**src/rtl/fifo_arb_pkg.sv**
```systemverilog
// Shared definitions for the FIFO write arbiter.
//   - default parameter values (data width, requester count, burst length)
//   - arbiter FSM state encoding
package fifo_arb_pkg;

    localparam int DEF_FIFO_WIDTH = 16;
    localparam int DEF_NUM_REQ    = 4;
    localparam int DEF_BURST_LEN  = 4;

    typedef enum logic {
        ST_IDLE = 1'b0,
        ST_OWN  = 1'b1
    } arb_state_t;

endpackage

```
**src/rtl/rr_select.sv**
```systemverilog
// Round-robin pick: first asserted request at or after ptr, counting upward
// modulo NUM_REQ. Purely combinational.
// Ports:
//   req   in  NUM_REQ  request vector
//   ptr   in  IW       search start index (0..NUM_REQ-1)
//   idx   out IW       selected requester, valid when valid=1
//   valid out 1        at least one request asserted
module rr_select #(
    parameter int NUM_REQ = 4,
    parameter int IW      = $clog2(NUM_REQ)
) (
    input  logic [NUM_REQ-1:0] req,
    input  logic [IW-1:0]      ptr,
    output logic [IW-1:0]      idx,
    output logic               valid
);

    // Walk from the farthest offset down to offset 0 so the nearest hit wins.
    always_comb begin
        idx   = '0;
        valid = 1'b0;
        for (int k = NUM_REQ - 1; k >= 0; k--) begin
            if (req[(int'(ptr) + k) % NUM_REQ]) begin
                idx   = IW'((int'(ptr) + k) % NUM_REQ);
                valid = 1'b1;
            end
        end
    end

endmodule

```
**src/rtl/fifo_wr_arbiter.sv**
```systemverilog
// Round-robin write arbiter in front of a synchronous FIFO. One requester owns
// the FIFO write port at a time for up to BURST_LEN beats; fifo_full stalls the
// owner without costing it beats or ownership.
// Ports:
//   clk, rst                      clock, synchronous active-high reset
//   req, req_data                 per-requester request and packed write data
//   gnt, accept                   current owner / beat taken this cycle
//   fifo_wr_en, fifo_data_in      FIFO write port
//   fifo_full, fifo_wr_ack,
//   fifo_overflow                 FIFO status
//   owner_id                      owner index, valid when |gnt
//   beat_count                    total accepted beats, wraps at 2^16
//   err_ack, err_overflow         sticky error flags, cleared only by rst
//
// state   | meaning
// --------+-----------------------------------------------
// ST_IDLE | no owner, gnt=0, arbitrate from rr_ptr
// ST_OWN  | owner holds the write port, beats counted in burst_cnt
module fifo_wr_arbiter
    import fifo_arb_pkg::*;
#(
    parameter int FIFO_WIDTH = DEF_FIFO_WIDTH,
    parameter int NUM_REQ    = DEF_NUM_REQ,
    parameter int BURST_LEN  = DEF_BURST_LEN
) (
    input  logic                          clk,
    input  logic                          rst,
    input  logic [NUM_REQ-1:0]            req,
    input  logic [NUM_REQ*FIFO_WIDTH-1:0] req_data,
    output logic [NUM_REQ-1:0]            gnt,
    output logic [NUM_REQ-1:0]            accept,
    output logic                          fifo_wr_en,
    output logic [FIFO_WIDTH-1:0]         fifo_data_in,
    input  logic                          fifo_full,
    input  logic                          fifo_wr_ack,
    input  logic                          fifo_overflow,
    output logic [$clog2(NUM_REQ)-1:0]    owner_id,
    output logic [15:0]                   beat_count,
    output logic                          err_ack,
    output logic                          err_overflow
);

    localparam int IW = $clog2(NUM_REQ);
    localparam int BW = $clog2(BURST_LEN + 1);
    localparam logic [BW-1:0] BURST_LAST = BW'(BURST_LEN - 1);

    arb_state_t    state;
    logic [IW-1:0] owner;
    logic [IW-1:0] rr_ptr;
    logic [BW-1:0] burst_cnt;
    logic          wr_en_q;

    logic [IW-1:0] owner_next;
    logic [IW-1:0] sel_ptr;
    logic [IW-1:0] sel_idx;
    logic          sel_valid;
    logic          release_own;

    assign owner_next = (int'(owner) == NUM_REQ - 1) ? '0 : owner + 1'b1;

    // In OWN the selector only matters on release, when the search must start
    // just past the current owner; rr_ptr is that same value one cycle later.
    assign sel_ptr = (state == ST_OWN) ? owner_next : rr_ptr;

    rr_select #(
        .NUM_REQ (NUM_REQ),
        .IW      (IW)
    ) u_rr_select (
        .req   (req),
        .ptr   (sel_ptr),
        .idx   (sel_idx),
        .valid (sel_valid)
    );

    // accept is gated by rst so a reset landing mid-burst writes nothing.
    always_comb begin
        gnt    = '0;
        accept = '0;
        if (state == ST_OWN) begin
            gnt[owner] = 1'b1;
            if (!rst && req[owner] && !fifo_full) begin
                accept[owner] = 1'b1;
            end
        end
    end

    assign fifo_wr_en   = |accept;
    assign fifo_data_in = fifo_wr_en ? req_data[int'(owner)*FIFO_WIDTH +: FIFO_WIDTH] : '0;
    assign owner_id     = owner;

    assign release_own = !req[owner] || (fifo_wr_en && (burst_cnt == BURST_LAST));

    always_ff @(posedge clk) begin
        if (rst) begin
            state        <= ST_IDLE;
            owner        <= '0;
            rr_ptr       <= '0;
            burst_cnt    <= '0;
            beat_count   <= '0;
            wr_en_q      <= 1'b0;
            err_ack      <= 1'b0;
            err_overflow <= 1'b0;
        end else begin
            wr_en_q <= fifo_wr_en;
            if (wr_en_q && !fifo_wr_ack) begin
                err_ack <= 1'b1;
            end
            if (fifo_overflow) begin
                err_overflow <= 1'b1;
            end
            if (fifo_wr_en) begin
                beat_count <= beat_count + 16'd1;
            end

            case (state)
                ST_IDLE: begin
                    if (sel_valid) begin
                        state     <= ST_OWN;
                        owner     <= sel_idx;
                        burst_cnt <= '0;
                    end
                end
                ST_OWN: begin
                    if (fifo_wr_en) begin
                        burst_cnt <= burst_cnt + 1'b1;
                    end
                    if (release_own) begin
                        rr_ptr <= owner_next;
                        if (sel_valid) begin
                            owner     <= sel_idx;
                            burst_cnt <= '0;
                        end else begin
                            state <= ST_IDLE;
                        end
                    end
                end
                default: state <= ST_IDLE;
            endcase
        end
    end

endmodule

```
**config.mk**
```make
export PLATFORM = sky130hd
export DESIGN_NAME = fifo_wr_arbiter
export DESIGN_NICKNAME = d
export VERILOG_FILES = /design/src/rtl/fifo_arb_pkg.sv /design/src/rtl/rr_select.sv /design/src/rtl/fifo_wr_arbiter.sv
export SDC_FILE = /design/constraint.sdc
export NUM_CORES = 1
export LEC_CHECK = 0
export BUFFER_PORTS_ARGS = -buffer_cell sky130_fd_sc_hd__buf_2
export CORE_UTILIZATION = 45
export CTS_BUF_LIST = sky130_fd_sc_hd__clkbuf_2
export DETAILED_ROUTE_END_ITERATION = 8
export PLACE_DENSITY_LB_ADDON = 0.15
export SETUP_SLACK_MARGIN = 0.1
export SLEW_MARGIN = 0
export SYNTH_ARGS = -nofsm -noshare
export SYNTH_HDL_FRONTEND = slang
export SYNTH_SLANG_ARGS = --single-unit
```
**constraint.sdc**
```tcl
create_clock -name clk -period 3.04 [get_ports clk]
set_input_delay 0.152 -clock clk [delete_from_list [all_inputs] [get_ports clk]]
set_output_delay 0.152 -clock clk [all_outputs]
set_load 0.01 [all_outputs]
```
* Word level (Yosys, flattened, before mapping) *
Index checks and enable logic that the tools add are counted.

storage, ports and cells
  register bits after elaboration = 27
  ROM bits = 0
  latch bits = 0
  bits of input ports = 73
  output and inout port bits = 45
  memories kept = 0
  bits in writable memories = 0

cells by class
  bitwise operators = 4
  order comparisons = 6
  multiply operators = 0
  shift-type cells = 1
  add/sub/neg operators = 6
  eq/ne operators = 4
  muxes and demuxes = 40
  div/mod/pow operators = 0
  reductions and logical operators = 15

operators by type and width
  kind                                                                count
  indexed part select 64 x 7 -> 16 bit                                1
  adder 16 x 1 -> 16 bit (second input constant)                      1
  2-to-1 mux 16 bit                                                   1
  2-to-1 mux 2 bit                                                    8
  2-to-1 mux 1 bit                                                    15
  less-than comparator 3 x 4 -> 1 bit (second input constant)         3
  2-to-1 mux 3 bit                                                    4
  2-to-1 mux 4 bit                                                    3
  binary-select mux 1 bit (select 2 bit)                              5
  less-than comparator 2 x 3 -> 1 bit (second input constant)         2
  case mux 3 bit (2 select lines)                                     1
  OR reduction 2 bit                                                  3
  logical AND 1 bit                                                   5
  adder 2 x 1 -> 2 bit (second input constant)                        2
  adder 2 bit (second input constant)                                 2
  logical NOT 1 bit                                                   4
  case mux 2 bit (2 select lines)                                     1
  OR reduction 4 bit                                                  1
  adder 3 x 1 -> 3 bit (second input constant)                        1
  bitwise AND 1 bit (first input constant)                            3
  == test 3 x 2 -> 1 bit (second input constant)                      1
  demux 1 bit (select 2 bit)                                          1
  == test 2 x 1 -> 1 bit (second input constant)                      1
  greater-or-equal comparator 2 x 1 -> 1 bit (second input constant)  1
  6 further kinds                                                     6

* Logic depth before layout (Yosys ltp) *
  depth after elaboration = 16
  depth in mapped cells = 11

* By module *
From an unflattened synthesis, not the netlist that was laid out.

unflattened totals
  cells, all modules = 226
  area total of the unflattened synthesis = 2,074.5 µm²

by module, submodules not included
  module           times used  cells an instance  area each (µm²)
  fifo_wr_arbiter  1           213                1,996.9
  rr_select        1           13                 77.6

* Worst setup path after synthesis *
OpenSTA, ideal clock, no wires.

  path type = register to register
  from = register owner[0], in the netlist owner_id[0]
  to = register burst_cnt[0]
  slack = 144 ps
  period minus slack after synthesis = 2,896 ps
  required time = 2,954 ps
  setup time = 86 ps
  cell stages (with the launch flop) = 11
  arrival time = 2,810 ps
  cells stage by stage = dfxtp_1 buf_2 buf_1 inv_1 ha_1 or4_1 nand3_1 buf_4 buf_2 mux2i_1 a211oi_1

on the way
  word-level cells in the longest chain between the ends = 14
  elaborated cells between the ends (all ways) = 42

RTL lines
  element                                                                RTL line                source
  start: declaration                                                     fifo_wr_arbiter.sv:48   logic [IW-1:0] owner;
  start signal: assignment                                               fifo_wr_arbiter.sv:119  owner <= sel_idx;
  start signal: assignment                                               fifo_wr_arbiter.sv:130  owner <= sel_idx;
  adder 2 x 1 -> 2 bit / == test 2 x 1 -> 1 bit (equally long branches)  fifo_wr_arbiter.sv:59   assign owner_next = (int'(owner) == NUM_REQ - 1) ? '0 : owner + 1'b1;
  2-to-1 mux 2 bit                                                       fifo_wr_arbiter.sv:59
  2-to-1 mux 2 bit                                                       fifo_wr_arbiter.sv:63   assign sel_ptr = (state == ST_OWN) ? owner_next : rr_ptr;
  adder 2 bit                                                            rr_select.sv:23         if (req[(int'(ptr) + k) % NUM_REQ]) begin
  binary-select mux 1 bit (select 2 bit)                                 rr_select.sv:23
  2-to-1 mux 1 bit (not written as such) (2 in a row)                    rr_select.sv:23
  2-to-1 mux 1 bit (4 in a row)                                          rr_select.sv:23
  2-to-1 mux 3 bit                                                       fifo_wr_arbiter.sv:129  if (sel_valid) begin
  2-to-1 mux 3 bit                                                       fifo_wr_arbiter.sv:127  if (release_own) begin
  case mux 3 bit (2 select lines)                                        fifo_wr_arbiter.sv:115  case (state)
  end signal: assignment                                                 fifo_wr_arbiter.sv:125  burst_cnt <= burst_cnt + 1'b1;
  end: declaration                                                       fifo_wr_arbiter.sv:50   logic [BW-1:0] burst_cnt;

Parallel ways exist; a longest one is shown, timed or not. The select of a mux whose other input is x is not followed.
A chain may end at the register's enable or synchronous reset.

* Final worst setup path *
  from = register owner[0], in the netlist owner_id[0]
  to = output port fifo_data_in[3]

on the way
  word-level cells in the longest chain between the ends = 8
  elaborated cells between the ends (all ways) = 14

RTL lines
  element                                                                                  RTL line                                      source
  less-than comparator 2 x 3 -> 1 bit (not written as such), or another cell as far along  fifo_wr_arbiter.sv:82                         accept[owner] = 1'b1;
  logical AND 1 bit (not written as such) / 2-to-1 mux 1 bit (equally long branches)       fifo_wr_arbiter.sv:82, fifo_wr_arbiter.sv:81
  2-to-1 mux 1 bit (not written as such) / logical AND 1 bit (equally long branches)       fifo_wr_arbiter.sv:82, fifo_wr_arbiter.sv:81
  demux 1 bit (select 2 bit) / logical AND 1 bit (equally long branches)                   fifo_wr_arbiter.sv:82, fifo_wr_arbiter.sv:81
  2-to-1 mux 4 bit                                                                         fifo_wr_arbiter.sv:81                         if (!rst && req[owner] && !fifo_full) begin
  2-to-1 mux 4 bit                                                                         fifo_wr_arbiter.sv:79                         if (state == ST_OWN) begin
  OR reduction 4 bit                                                                       fifo_wr_arbiter.sv:87                         assign fifo_wr_en = |accept;
  2-to-1 mux 16 bit (*)                                                                    fifo_wr_arbiter.sv:88                         assign fifo_data_in = fifo_wr_en ? req_data[int'(owner)*FIFO_WIDTH +: FIFO_WIDTH] : '0;
  end: declaration                                                                         fifo_wr_arbiter.sv:33                         output logic [FIFO_WIDTH-1:0] fifo_data_in,

Mark *: on every way between the ends. The rest lies on a longest branch, timed or not. The select of a mux whose other input is x is not followed.

==> results_dict.tcl <==
set metrics [dict create \
    synth_nets 288 \
    post-route-min-period_ps 2810 \
    antennaDiodeCount 0 \
    place_inst 368 \
    vdd_drop_max_mv 0.199 \
    drc 0 \
    grtUsageTotal_pct 21.9 \
    cts_buffer_depth 2 \
    ys_seq_area_share_pct 27.8 \
    io_buffer_count 117 \
    start_kind "flop" \
    chipWidth_um 67.7 \
    synth_cell_type_count 39 \
    hp-start "fifo_wr_ack" \
    power_leakage_nw 1.24 \
    dpl.hpwl_um 3830 \
    cts_buffers 3 \
    status "complete, no violations" \
    worstReg2RegEnd "beat_count[4]$_SDFFE_PP0P_" \
    cp_max_fo 14 \
    avgSynthCellArea_um2 9.34 \
    yosysWarnings 0 \
    core_um2 4060 \
    die-area_um2 4580 \
    syn_to_final_growth_pct 36.0 \
    worstHoldPathType "primary input to flop" \
    overflow 0 \
    rsz0062_at_grt "false" \
    root_buffer "clkbuf_2" \
    ys_ff_latch 27 \
    dr.pass1.iters 4 \
    final-hold-violation-count 0 \
    grt_pass1_vias 1784 \
    end_kind "primary output" \
    totalWireLength_um 5250 \
    grt_start_max_net_pins 29 \
    clock_skew_ps 27.1 \
    fin_nets 408 \
    vias 2019 \
    setup_violations 0 \
    gp_congestion 0.837 \
    grt_pass1_wl_um 7620 \
    ant_nets 0 \
    final_core_util_pct 65.1 \
    holdPathEnd "err_ack$_SDFFE_PP0P_" \
    cts_tree "done" \
    syn_inst 208 \
    routedWlPerCell_um 13.9 \
    setup-tns-final_ps 0 \
    synthesis.area_um2 1940 \
    start_util_pct 47.9 \
    final_cells 377 \
    finalPower_w 0.000786 \
    via_per_inst 5.36 \
    maxSlewViolCount 0 \
    fp.dieH_um 67.7 \
    fin_crit_sh_pct 92.4 \
    fmax_ghz 0.356 \
    worst_slew_pin_slew_ps 662 \
    reg2reg_depth 10 \
    slew_headroom_pct 55.3 \
    reg2reg_slack_ps 480 \
    drv_cap 0 \
    crit_type "flop to primary output" \
    drive_gt1_share_pct 45.0 \
    arrival_ps 2660 \
    clk_pin_slew_ps 280 \
    rows 23 \
    ios 118 \
    antenna_found_initial 0 \
    first_iter_violations 62 \
    clock_latency_ps 380 \
    critical_path_required_ps 2890 \
    holdPathStages 4 \
    ctsHtreeMaxLevel 1 \
    cts.sinks 27 \
    p_per_area_nw_per_um2 298 \
    rr_startpoint "owner_id[0]$_SDFFE_PP0P_" \
]
-- cell families after synthesis --
logic type      count (synthesis)  synth area share (%)
simple gates                   94                  25.6
flops                          27                  27.8
compound gates                 25                  8.96
buf+inv                        22                  5.03
mux                            19                  21.7
xor+xnor                       14                  6.31
fa+ha+maj                       7                  4.51
-- through the flow --
step	cell area (µm²)	setup slack [ps]	hold slack [ps]
finish	2640	232	33.6
global route	2640	73.6	32.5
CTS	2600	218	18.6
detailed placement	2570	520	379
global placement	2570	596	352
floorplan	1940	144	268
-- where the power goes --
group	leakage (nW)	switching [W]	internal, W
clock network	0.0126	0.000112	0.0000305
registers	0.219	0.0000143	0.000365
logic	1.01	0.000117	0.000147
-- cell usage after synthesis, drive strengths merged --
cell type / n / area [µm²]
nand3: 8 / 40.0
nand4: 2 / 12.5
nor2: 21 / 78.8
ha: 7 / 87.6
o21ai: 2 / 10.0
xnor2: 12 / 105
nor3: 3 / 15.0
or2: 1 / 6.26
nor3b: 1 / 7.51
nand2b: 2 / 12.5
o31ai: 1 / 7.51
o31a: 1 / 8.76
a21oi: 11 / 55.1
buf: 6 / 37.5
o211ai: 2 / 15.0
and2: 20 / 125
dfxtp: 27 / 541
a211oi: 1 / 7.51
or4: 2 / 15.0
o311a: 1 / 21.3
and4: 2 / 17.5
o41ai: 2 / 17.5
xor2: 2 / 17.5
and3: 5 / 31.3
a211o: 1 / 8.76
nand2: 14 / 52.6
or3b: 1 / 8.76
o21bai: 1 / 7.51
or3: 3 / 18.8
inv: 10 / 37.5
mux2i: 2 / 20.0
nor4: 9 / 56.3
o21a: 2 / 15.0
mux4: 17 / 402
clkbuf: 6 / 22.5
-- critical path: stages, from the launching register on --
cell        delay, ps
dfxtp_1           390
buf_4             230
inv_1             110
ha_1              250
or4_1             540
nand3_2           220
clkinvlp_4        240
and2_1            190
buf_2             140
-- layout by cell type (no fill, tap or decap), types with 2 or more instances in the layout --
cell type and instances:
mux2i_1 2, or4_1 2, buf_4 7, a21oi_1 11, and3_1 5, nand2_1 14
mux4_2 12, o21a_1 2, clkinvlp_4 4, inv_1 9, mux4_1 5, o211ai_1 2
ha_1 7, nor4_1 9, xor2_1 2, and4_1 2, and2_1 20, o41ai_1 2
xnor2_1 12, o21ai_0 2, nand3_1 7, clkbuf_2 3, or3_1 3, nand2b_1 2
buf_2 117, nor3_1 3, nor2_1 21, dfxtp_1 26, nand4_1 2
-- worst max-delay path by stage --
stage                                  start  slack, ps  cells after the start                          to
floorplan           owner_id[0]$_SDFFE_PP0P_        140                     10   burst_cnt[0]$_SDFFE_PP0P_
finish              owner_id[0]$_SDFFE_PP0P_        230                      8             fifo_data_in[3]
global placement    owner_id[1]$_SDFFE_PP0P_        600                      8  beat_count[4]$_SDFFE_PP0P_
global route        owner_id[0]$_SDFFE_PP0P_         70                      8             fifo_data_in[2]
CTS                 owner_id[0]$_SDFFE_PP0P_        220                      8             fifo_data_in[2]
detailed placement  owner_id[1]$_SDFFE_PP0P_        520                      8  beat_count[4]$_SDFFE_PP0P_
-- flip-flops by register name (all words and copies together) (netlist names) --
register and cells:
beat_count 16, burst_cnt 3, owner_id 2, rr_ptr 2, err_ack 1, err_overflow 1, state 1, wr_en_q 1
-- routing by layer --
layer | global-route usage (%) | wire length, µm | up-vias
li1 | - | - | 997
met1 | 25.1 | 2220 | 928
met2 | 42.0 | 2600 | 89
met3 | 3.04 | 393 | 5
met4 | 5.05 | 37 | 0
met5 | 0 | 0 | -
-- repair_timing --
item / 4_1_cts / 5_1_grt
buffers inserted: 0 / 2
hold buffers: 1 / 0
resized for setup: 1 / 4
hold endpoints to repair: 1 / 0
gates cloned: 0 / 2
setup endpoints to repair: 4 / 16
-- layout make-up --
type	count	area [µm²]
Clock inverter	1	7.51
Inverter	10	41.3
Timing Repair Buffer	125	648
Sequential cell	27	542
Timing Repair inverter	2	15.0
Fill cell	383	1420
Tap cell	50	62.6
Clock buffer	3	15.0
Multi-Input combinational cell	159	1310
Note: power is estimated with default switching activity, not from simulation.
